## src/rtl/crp_pkg.sv

```systemverilog
// Shared types, ASCII constants and helpers for the CRP batch collector.
// CRP_STABILITY_FLAG_EN adds the ",S"/",U" stability field to each line.
package crp_pkg;

  typedef enum logic [3:0] {
    StIdle,
    StAdvance,
    StLaunch,
    StSettle,
    StSample,
    StVote,
    StPrint,
    StPwait,
    StNext
  } crp_state_e;

  localparam logic [7:0] AsciiC     = 8'h43;
  localparam logic [7:0] AsciiComma = 8'h2C;
  localparam logic [7:0] AsciiR     = 8'h52;
  localparam logic [7:0] AsciiNl    = 8'h0A;
  localparam logic [7:0] AsciiS     = 8'h53;
  localparam logic [7:0] AsciiU     = 8'h55;
  localparam logic [7:0] AsciiZero  = 8'h30;

  function automatic logic [7:0] hex_ascii(input logic [3:0] nib);
    if (nib < 4'd10) return AsciiZero + {4'd0, nib};
    return 8'h41 + {4'd0, nib} - 8'd10;
  endfunction

  // "C," + hex + ",R," + bit + "," + two hex + "\n", plus ",S"/",U" when enabled.
  function automatic int unsigned line_len(input int unsigned n);
`ifdef CRP_STABILITY_FLAG_EN
    return n / 4 + 12;
`else
    return n / 4 + 10;
`endif
  endfunction

endpackage

```

## src/rtl/crp_line_serializer.sv

```systemverilog
// Combinational byte-index to ASCII mux for one CSV line of a CRP.
// CRP_STABILITY_FLAG_EN inserts the stability field before the newline.
module crp_line_serializer
  import crp_pkg::*;
#(
  parameter int unsigned N = 64
`ifdef CRP_STABILITY_FLAG_EN
  , parameter int unsigned K = 5
`endif
) (
  input  logic [7:0]   byte_idx,
  input  logic [N-1:0] chal,
  input  logic         voted,
  input  logic [7:0]   ones_cnt,
  output logic [7:0]   data,
  output logic         last_byte
);

  localparam int unsigned HexLen  = N / 4;
  localparam int unsigned LineLen = line_len(N);

  int unsigned idx;

  always_comb begin
    idx  = 32'(byte_idx);
    data = AsciiNl;
    if (idx == 0) begin
      data = AsciiC;
    end else if (idx == 1) begin
      data = AsciiComma;
    end else if (idx <= HexLen + 1) begin
      // Most significant nibble first.
      data = hex_ascii(chal[4*(HexLen+1-idx) +: 4]);
    end else if (idx == HexLen + 2) begin
      data = AsciiComma;
    end else if (idx == HexLen + 3) begin
      data = AsciiR;
    end else if (idx == HexLen + 4) begin
      data = AsciiComma;
    end else if (idx == HexLen + 5) begin
      data = AsciiZero + {7'd0, voted};
    end else if (idx == HexLen + 6) begin
      data = AsciiComma;
    end else if (idx == HexLen + 7) begin
      data = hex_ascii(ones_cnt[7:4]);
    end else if (idx == HexLen + 8) begin
      data = hex_ascii(ones_cnt[3:0]);
`ifdef CRP_STABILITY_FLAG_EN
    end else if (idx == HexLen + 9) begin
      data = AsciiComma;
    end else if (idx == HexLen + 10) begin
      data = (ones_cnt == 8'd0 || ones_cnt == 8'(K)) ? AsciiS : AsciiU;
`endif
    end
    last_byte = (idx == LineLen - 1);
  end

endmodule

```

## src/rtl/crp_batch_collector.sv

```systemverilog
// Collects batches of majority-voted arbiter PUF CRPs and streams them as CSV lines.
// CRP_STABILITY_FLAG_EN adds the stability field and the unstable output.
module crp_batch_collector
  import crp_pkg::*;
#(
  parameter int unsigned N          = 64,
  parameter int unsigned K          = 5,
  parameter int unsigned SETTLE_CYC = 4,
  parameter int unsigned BATCH      = 16
) (
  input  logic         clk,
  input  logic         rst,
  input  logic         start,
  input  logic         stop,
  input  logic [N-1:0] chal_in,
  output logic         chal_adv,
  output logic         puf_launch,
  input  logic         puf_resp,
  output logic         uart_start,
  output logic [7:0]   uart_data,
  input  logic         uart_busy,
  output logic         voted_bit,
  output logic         busy,
  output logic [15:0]  crp_count
`ifdef CRP_STABILITY_FLAG_EN
  , output logic       unstable
`endif
);

  localparam int unsigned SW         = $clog2(SETTLE_CYC + 1);
  localparam logic [SW-1:0] SettleLast = SW'(SETTLE_CYC - 1);
  localparam logic [7:0]  KLast      = 8'(K - 1);
  localparam logic [7:0]  Half       = 8'((K + 1) / 2);
  localparam bit          BatchEn    = (BATCH != 0);
  localparam logic [16:0] BatchLen   = 17'(BATCH);

  crp_state_e    state_q, state_d;
  logic [N-1:0]  chal_q, chal_d;
  logic [7:0]    ones_q, ones_d, k_q, k_d, idx_q, idx_d;
  logic [SW-1:0] settle_q, settle_d;
  logic          pw_first_q, pw_first_d;
  logic          stop_seen_q, stop_seen_d;
  logic          voted_q, voted_d;
  logic [15:0]   count_q, count_d;
  logic [7:0]    ser_data;
  logic          last_byte;
`ifdef CRP_STABILITY_FLAG_EN
  logic          unstable_q, unstable_d;
`endif

  crp_line_serializer #(
    .N(N)
`ifdef CRP_STABILITY_FLAG_EN
    , .K(K)
`endif
  ) u_ser (
    .byte_idx (idx_q),
    .chal     (chal_q),
    .voted    (voted_q),
    .ones_cnt (ones_q),
    .data     (ser_data),
    .last_byte(last_byte)
  );

  always_comb begin
    state_d     = state_q;
    chal_d      = chal_q;
    ones_d      = ones_q;
    k_d         = k_q;
    idx_d       = idx_q;
    settle_d    = settle_q;
    pw_first_d  = 1'b0;
    stop_seen_d = stop_seen_q | stop;
    voted_d     = voted_q;
    count_d     = count_q;
    chal_adv    = 1'b0;
    puf_launch  = 1'b0;
    uart_start  = 1'b0;
`ifdef CRP_STABILITY_FLAG_EN
    unstable_d  = unstable_q;
`endif
    unique case (state_q)
      StIdle: begin
        stop_seen_d = 1'b0;
        if (start) begin
          count_d     = '0;
          ones_d      = '0;
          k_d         = '0;
          stop_seen_d = stop;
          state_d     = StAdvance;
        end
      end
      StAdvance: begin
        chal_adv = 1'b1;
        state_d  = StLaunch;
      end
      StLaunch: begin
        puf_launch = 1'b1;
        // The generator has moved on by now; hold this value for all K launches.
        if (k_q == 8'd0) chal_d = chal_in;
        settle_d = '0;
        state_d  = StSettle;
      end
      StSettle: begin
        if (settle_q == SettleLast) state_d = StSample;
        else settle_d = settle_q + 1'b1;
      end
      StSample: begin
        ones_d  = ones_q + {7'd0, puf_resp};
        k_d     = k_q + 8'd1;
        state_d = (k_q == KLast) ? StVote : StLaunch;
      end
      StVote: begin
        voted_d = (ones_q >= Half);
`ifdef CRP_STABILITY_FLAG_EN
        unstable_d = !(ones_q == 8'd0 || ones_q == 8'(K));
`endif
        idx_d   = '0;
        state_d = StPrint;
      end
      StPrint: begin
        if (!uart_busy) begin
          uart_start = 1'b1;
          pw_first_d = 1'b1;
          state_d    = StPwait;
        end
      end
      StPwait: begin
        // uart_tx only raises busy the cycle after start, so skip the first cycle.
        if (!pw_first_q && !uart_busy) begin
          if (last_byte) begin
            state_d = StNext;
          end else begin
            idx_d   = idx_q + 8'd1;
            state_d = StPrint;
          end
        end
      end
      StNext: begin
        ones_d = '0;
        k_d    = '0;
        if (count_q != 16'hFFFF) count_d = count_q + 16'd1;
        if (stop_seen_q || stop || (BatchEn && ({1'b0, count_q} + 17'd1 >= BatchLen))) begin
          stop_seen_d = 1'b0;
          state_d     = StIdle;
        end else begin
          state_d = StAdvance;
        end
      end
      default: state_d = StIdle;
    endcase
  end

  always_ff @(posedge clk) begin
    if (rst) begin
      state_q     <= StIdle;
      chal_q      <= '0;
      ones_q      <= '0;
      k_q         <= '0;
      idx_q       <= '0;
      settle_q    <= '0;
      pw_first_q  <= 1'b0;
      stop_seen_q <= 1'b0;
      voted_q     <= 1'b0;
      count_q     <= '0;
`ifdef CRP_STABILITY_FLAG_EN
      unstable_q  <= 1'b0;
`endif
    end else begin
      state_q     <= state_d;
      chal_q      <= chal_d;
      ones_q      <= ones_d;
      k_q         <= k_d;
      idx_q       <= idx_d;
      settle_q    <= settle_d;
      pw_first_q  <= pw_first_d;
      stop_seen_q <= stop_seen_d;
      voted_q     <= voted_d;
      count_q     <= count_d;
`ifdef CRP_STABILITY_FLAG_EN
      unstable_q  <= unstable_d;
`endif
    end
  end

  assign uart_data = uart_start ? ser_data : 8'd0;
  assign busy      = (state_q != StIdle);
  assign voted_bit = voted_q;
  assign crp_count = count_q;
`ifdef CRP_STABILITY_FLAG_EN
  assign unstable  = unstable_q;
`endif

endmodule

```

## config.mk

```make
export PLATFORM = sky130hd
export DESIGN_NAME = crp_batch_collector
export DESIGN_NICKNAME = d
export VERILOG_FILES = /design/src/rtl/crp_pkg.sv /design/src/rtl/crp_line_serializer.sv /design/src/rtl/crp_batch_collector.sv
export SDC_FILE = /design/constraint.sdc
export NUM_CORES = 1
export LEC_CHECK = 0
export ABC_AREA = 1
export CAP_MARGIN = 10
export CORE_MARGIN = 10
export CORE_UTILIZATION = 35
export CTS_CLUSTER_DIAMETER = 50
export DETAILED_ROUTE_END_ITERATION = 8
export PLACE_DENSITY = 0.58
export SLEW_MARGIN = 5
export SYNTH_ARGS = -nofsm -noshare
export SYNTH_HDL_FRONTEND = slang
export SYNTH_SLANG_ARGS = --single-unit
```

## constraint.sdc

```tcl
create_clock -name clk -period 7.3 [get_ports clk]
set_clock_uncertainty 0.2 [all_clocks]
set_input_delay 1.825 -clock clk [delete_from_list [all_inputs] [get_ports clk]]
set_output_delay 1.825 -clock clk [all_outputs]
set_load 0.005 [all_outputs]
```

==> metrics.yaml, run 1 <==
drt:
  wl_per_cell_um: 13.7
  drt-vias-per-instance: 4.89
  finalWirelength_mm: 18.9
  ant_nets: 0
  num_vias: 6734
  route.detailed.drc: 0
  drtPass1Iterations: 4
  drt-initial-drc-count: 544
timing:
  slew_violations: 0
  post-route-period-util_pct: 79.2
  final.setup.tns_ps: 0
  fin_crit_ps: 5780
  worst_pin_slew_ps: 1080
  max-slew-margin-rel_pct: 28.3
  unrepaired_setup_endpoints_after_global_routing: "false"
  clock.fmax_mhz: 173
  setup_violations: 0
  report.final.hold_viol_count: 0
  fin_ws_ps: 1520
placed_design:
  placedCellCount: 1345
  hpwl_mm: 13.4
  rd_place_congestion: 0.854
  placement.setup.worst_slack_ps: 1540
  numPortBuffers: 97
die:
  start_util_pct: 35.9
  floorplan.die.width_um: 159
  ios: 99
  design.core.area_mm2: 0.0188
  std_cell_rows: 50
  dieHeight_um: 159
  floorplan.die_area_mm2: 0.0252
global_routing:
  grt_antenna_before_repair: 0
  grt_overflow_total: 0
  grt_max_degree: 96
  globalRouteTotalUtil_pct: 15.2
  global_route_wire_length_before_repair_mm: 32.6
  via_count_of_the_first_global_routing_pass: 6607
layout:
  design.final.nets: 1192
  num_antenna_cells: 0
  area_growth_syn_to_fin_pct: 25.1
  layout-drive-gt1-share_pct: 8.24
  layoutNonFillerInstCount: 1377
critical_path:
  worst_setup_path_end_kind: "output pin"
  timing.critical_path.fanout_max: 5
  required_ps: 5280
  critPathBufInv: 3
  worst_path_largest_cell_delay_ps: 520
  start_kind: "primary input"
  setup.worst_path.class: "in2out"
  timing.critical_path.slowest_stage_cell: "sky130_fd_sc_hd__clkdlybuf4s50_1"
  arrival_ps: 3760
  crit_chain: "clkdlybuf4s50_1 -> nor2_1 -> inv_1 -> nor2_1 -> nand2_1 -> nor3_2 -> clkdlybuf4s50_1"
  family_of_cells_with_the_greatest_summed_delay_on_the_critical_path: "buffers and inverters"
clock_tree:
  cts_root_buf: "sky130_fd_sc_hd__clkbuf_16"
  cts-root-to-sink-buffers: 2
  cts.repair.resized: 0
  clock_tree_from_tritoncts: "yes"
  htree_levels: 4
  clock-sinks: 114
  cts_hold_repair.buffers: 0
  post_cts.repair.setup_buffers: 0
  cts_made_buffers: 17
  clk_pin_slew_ps: 50
  clock_network_latency_to_the_later_pin_of_the_worst_skew_pair_ps: 420
job:
  cap_violations: 0
status:
  outcome: "complete, no violations"
yosys:
  synth_warnings: 0
  post_synthesis_net_count: 1122
  synthCells: 1034
  count_of_different_cell_masters_after_synthesis: 43
  synth_sequential_area_ratio_pct: 33.8
  synthesis.area_mm2: 0.00675
  postSynthRegisterBits: 114
  avgSynthCellArea_um2: 6.53
pwr:
  power_density_over_cell_area_mw_per_mm2: 233
  p_leak_uw: 0.00319
  peakVddDrop_uv: 165
hold_path:
  min-delay-path-class: "reg2reg"
-- metal layers --
metal | GRT usage [%] | up-vias | wire length (µm)
met2 | 22.1 | 139 | 7890
met3 | 4.11 | 23 | 1110
li1 | - | 3572 | -
met1 | 21.2 | 3000 | 9650
met4 | 4.59 | 0 | 246
met5 | 0 | - | 0
-- power by group --
group | switching (µW) | leakage, µW | internal (µW)
clock | 314 | 0.000272 | 503
sequential | 45.5 | 0.000925 | 709
combinational | 234 | 0.00199 | 157
-- cell families (layout without fill, tap and decap cells) --
group / count (synthesis) / in the layout / share of synthesized area [%]
compound gates: 96 / 96 / 7.93
xor+xnor: 11 / 11 / 1.43
fa+ha+maj: 18 / 18 / 3.34
buf+inv: 166 / 249 / 9.99
flops: 114 / 114 / 33.8
other cells: 1 / 1 / 0.0555
simple gates: 628 / 628 / 43.5
-- placed cells by master (no fill, tap or decap), types with 12 or more instances in the layout --
master,instances
sky130_fd_sc_hd__clkbuf_16,17
sky130_fd_sc_hd__nor2_2,12
sky130_fd_sc_hd__nand2_1,180
sky130_fd_sc_hd__nand3_1,77
sky130_fd_sc_hd__a21oi_1,37
sky130_fd_sc_hd__o21ai_0,33
sky130_fd_sc_hd__nor4_1,66
sky130_fd_sc_hd__nor3_1,81
sky130_fd_sc_hd__ha_1,18
sky130_fd_sc_hd__nor2_1,165
sky130_fd_sc_hd__dfxtp_1,114
sky130_fd_sc_hd__inv_1,106
sky130_fd_sc_hd__clkdlybuf4s50_1,96
-- cell type report --
class                   instances  area, µm²
clock inverters                15        160
fillers                      1969      10400
inverters                     113        424
clock buffers                  17        425
flip-flops and latches        114       2280
multi-input cells             754       3810
well taps                     260        325
repair buffers                104       1020
-- sequential cells by signal, summed over array words and instances, names as in the netlist --
register     count
chal_q          64
crp_count       16
idx_q            8
k_q              8
ones_q           8
state_q          4
settle_q         3
pw_first_q       1
stop_seen_q      1
voted_bit        1
-- worst paths after layout --
kind                                        startpoint                     end  slack [ps]  cells past startpoint
worst min register to register  chal_q[2]$_SDFFE_PP0P_  chal_q[2]$_SDFFE_PP0P_         290                      2
worst max-delay path                         uart_busy            uart_data[4]        1520                      7
worst min-delay path            chal_q[2]$_SDFFE_PP0P_  chal_q[2]$_SDFFE_PP0P_         290                      2
worst max register to register   idx_q[1]$_SDFFE_PP0P_   idx_q[5]$_SDFFE_PP0P_        4620                     12
-- stage by stage --
stage	hold WS, ps	instance area [µm²]	power, µW	util (%)
2_1_floorplan	257	6750	1040	-
3_3_place_gp	276	7860	1160	41.7
3_5_place_dp	285	7860	1160	41.7
4_1_cts	293	8440	1980	44.8
5_1_grt	316	8440	2080	44.8
6_report	289	8440	1960	44.8
-- tightest hold or removal path, stage by stage (launching register included) --
cell and delay [ps]:
sky130_fd_sc_hd__dfxtp_1 300, sky130_fd_sc_hd__nor2_1 90, sky130_fd_sc_hd__nor3_1 50
-- cell usage after synthesis --
| cell type | number | area [µm²] |
|---|---|---|
| sky130_fd_sc_hd__nor2_1 | 165 | 619 |
| sky130_fd_sc_hd__inv_1 | 106 | 398 |
| sky130_fd_sc_hd__nor3_4 | 1 | 16.3 |
| sky130_fd_sc_hd__nor2_2 | 12 | 75.1 |
| sky130_fd_sc_hd__ha_1 | 18 | 225 |
| sky130_fd_sc_hd__and3_1 | 1 | 6.26 |
| sky130_fd_sc_hd__buf_2 | 14 | 70.1 |
| sky130_fd_sc_hd__o21bai_1 | 1 | 7.51 |
| sky130_fd_sc_hd__dfxtp_1 | 114 | 2280 |
| sky130_fd_sc_hd__buf_4 | 3 | 22.5 |
| sky130_fd_sc_hd__o21ai_1 | 6 | 30.0 |
| sky130_fd_sc_hd__nand2_2 | 5 | 31.3 |
| sky130_fd_sc_hd__inv_2 | 6 | 22.5 |
| sky130_fd_sc_hd__a22oi_1 | 4 | 30.0 |
| sky130_fd_sc_hd__clkbuf_1 | 31 | 116 |
| sky130_fd_sc_hd__or2_1 | 5 | 31.3 |
| sky130_fd_sc_hd__buf_6 | 3 | 33.8 |
| sky130_fd_sc_hd__o21ai_0 | 33 | 165 |
| sky130_fd_sc_hd__a21boi_1 | 1 | 7.51 |
| sky130_fd_sc_hd__clkinv_1 | 1 | 3.75 |
| sky130_fd_sc_hd__nor3_1 | 81 | 405 |
| sky130_fd_sc_hd__or2_2 | 7 | 43.8 |
| sky130_fd_sc_hd__o211a_1 | 1 | 10.0 |
| sky130_fd_sc_hd__a211oi_1 | 2 | 15.0 |
| sky130_fd_sc_hd__o211ai_1 | 5 | 37.5 |
| sky130_fd_sc_hd__xnor2_1 | 2 | 17.5 |
| sky130_fd_sc_hd__o21ai_2 | 2 | 17.5 |
| sky130_fd_sc_hd__a21oi_1 | 37 | 185 |
| sky130_fd_sc_hd__nor2_4 | 4 | 45.0 |
| sky130_fd_sc_hd__a21oi_2 | 2 | 17.5 |
| sky130_fd_sc_hd__nand3_2 | 1 | 10.0 |
| sky130_fd_sc_hd__nand4_1 | 9 | 56.3 |
| sky130_fd_sc_hd__a31oi_1 | 1 | 6.26 |
| sky130_fd_sc_hd__nor3b_2 | 1 | 12.5 |
| sky130_fd_sc_hd__conb_1 | 1 | 3.75 |
| sky130_fd_sc_hd__nand3_1 | 79 | 395 |
| sky130_fd_sc_hd__xor2_1 | 9 | 78.8 |
| sky130_fd_sc_hd__nand2_1 | 181 | 679 |
| sky130_fd_sc_hd__nor3_2 | 8 | 80.1 |
| sky130_fd_sc_hd__nand3b_1 | 2 | 15.0 |
| sky130_fd_sc_hd__nor4_1 | 66 | 413 |
| sky130_fd_sc_hd__o22ai_1 | 1 | 6.26 |
| sky130_fd_sc_hd__buf_1 | 2 | 7.51 |
Note: power is estimated with default switching activity, not from simulation.
==> run 2: changes to the inputs <==
Settings changed: PLACE_DENSITY 0.58 to 0.6.
Clock period 7.3 ns to 5.3 ns, I/O delays scaled along.
==> metrics.yaml, run 2 (synthesized netlist as in run 1, its figures left out) <==
layout:
  design.final.nets: 1193
  largest-register: "chal_q"
  final_common_cell: "sky130_fd_sc_hd__nand2_1"
  layoutNonFillerInstCount: 1378
  finish.instance_area_mm2: 0.00844
  layout_common_cells: "sky130_fd_sc_hd__nand2_1 (180), sky130_fd_sc_hd__nor2_1 (165), sky130_fd_sc_hd__dfxtp_1 (114), sky130_fd_sc_hd__inv_1 (106), sky130_fd_sc_hd__clkdlybuf4s50_1 (96)"
  area_growth_syn_to_fin_pct: 25.0
  num_antenna_cells: 0
  layout-drive-gt1-share_pct: 8.32
  largest_reg_flops: 64
drt:
  drt-vias-per-instance: 4.93
  route.detailed.drc: 0
  drtPass1Iterations: 5
  drt-initial-drc-count: 451
  ant_nets: 0
  num_vias: 6789
  finalWirelength_mm: 19.0
  wl_per_cell_um: 13.8
timing:
  slew_violations: 0
  post-route-period-util_pct: 87.6
  worst_pin_slew_ps: 1040
  fin_worst_hold_slack_ps: 285
  unrepaired_setup_endpoints_after_global_routing: "false"
  setup_violations: 0
  report.final.hold_viol_count: 0
  fin_crit_ps: 4640
  clock.fmax_mhz: 215
  final.setup.tns_ps: 0
  max-slew-margin-rel_pct: 30.5
placed_design:
  placement.cell_area_mm2: 0.00787
  hpwl_mm: 13.5
  placedCellCount: 1346
  rd_place_congestion: 0.853
  numPortBuffers: 97
clock_tree:
  post_cts.repair.setup_buffers: 0
  clk_pin_slew_ps: 50
  cts.repair.resized: 0
  cts_hold_repair.buffers: 0
  clock-sinks: 114
  htree_levels: 4
  cts-root-to-sink-buffers: 2
  clock_tree_from_tritoncts: "yes"
  clock_network_latency_to_the_later_pin_of_the_worst_skew_pair_ps: 410
  cts_made_buffers: 17
  cts_root_buf: "sky130_fd_sc_hd__clkbuf_16"
critical_path:
  setup.worst_path.class: "reg2out"
  start_kind: "flop"
  cpMostUsedCell: "sky130_fd_sc_hd__nand3_1"
  worst_setup_path_end_kind: "output pin"
  crit_chain: "inv_1 -> ha_1 -> inv_1 -> nand3_1 -> nand3_1 -> nand2_1 -> nand2_1 -> nand2_2 -> nand3_1 -> nand3_1 -> nand2_1 -> a21oi_1 -> clkdlybuf4s50_1"
  timing.critical_path.slowest_stage_cell: "sky130_fd_sc_hd__clkdlybuf4s50_1"
  arrival_ps: 3120
  required_ps: 3770
  worst_path_largest_cell_delay_ps: 520
  timing.critical_path.fanout_max: 9
die:
  floorplan.die.width_um: 159
  ios: 99
  floorplan.die_area_mm2: 0.0252
  start_util_pct: 35.9
  std_cell_rows: 50
  design.core.area_mm2: 0.0188
  dieHeight_um: 159
global_routing:
  grt_antenna_before_repair: 0
  grt_overflow_total: 0
  globalRouteTotalUtil_pct: 14.7
  grt_max_degree: 95
  global_route_wire_length_before_repair_mm: 31.5
  via_count_of_the_first_global_routing_pass: 6365
pwr:
  p_leak_uw: 0.00319
  finalPower_uw: 2690
  peakVddDrop_uv: 260
  power_density_over_cell_area_mw_per_mm2: 318
hold_path:
  min-delay-path-class: "reg2reg"
status:
  outcome: "complete, no violations"
job:
  cap_violations: 0
## run 2: metal layers
| metal | global-route usage [%] | share of wire, % |
|---|---|---|
| met3 | 4.29 | 6.1 |
| met2 | 22.2 | 43 |
| met5 | 0 | 0 |
| met1 | 20.0 | 50 |
| met4 | 4.09 | 1.2 |
## run 2: worst max-delay path, delay by kind of cell (launching register included)
| kind | cells | cell delay, ps |
|---|---|---|
| and+or+nand+nor | 8 | 800 |
| DFF | 1 | 410 |
| AOI/OAI and AO/OA | 1 | 130 |
| buffers and inverters | 3 | 860 |
| adders and majority gates | 1 | 490 |
## run 2: power breakdown
group | internal, µW | switching [µW]
logic | 216 | 326
clock network | 657 | 448
registers | 976 | 62.2
## run 2: layout make-up
cell class	instances	area (µm²)
clock buffers	17	425
clock inverters	15	150
fillers	1962	10400
inverters	113	424
multi-input cells	754	3810
flip-flops and latches	114	2280
well taps	260	325
repair buffers	105	1030
## run 2: worst paths after layout
path                            from                       to  slack, ps  cells after the start
max            idx_q[2]$_SDFFE_PP0P_             uart_data[1]        660                     13
min              k_q[1]$_SDFFE_PP0P_      k_q[1]$_SDFFE_PP0P_        290                      2
max reg2reg  state_q[2]$_SDFFE_PP0P_  chal_q[20]$_SDFFE_PP0P_       2550                      9
min reg2reg      k_q[1]$_SDFFE_PP0P_      k_q[1]$_SDFFE_PP0P_        290                      2
## run 2: through the flow
step                setup WS [ps]  util (%)
floorplan                    1660         -
global placement              774      41.8
detailed placement            714      41.8
CTS                           687      44.8
global route                  379      44.8
finish                        659      44.8
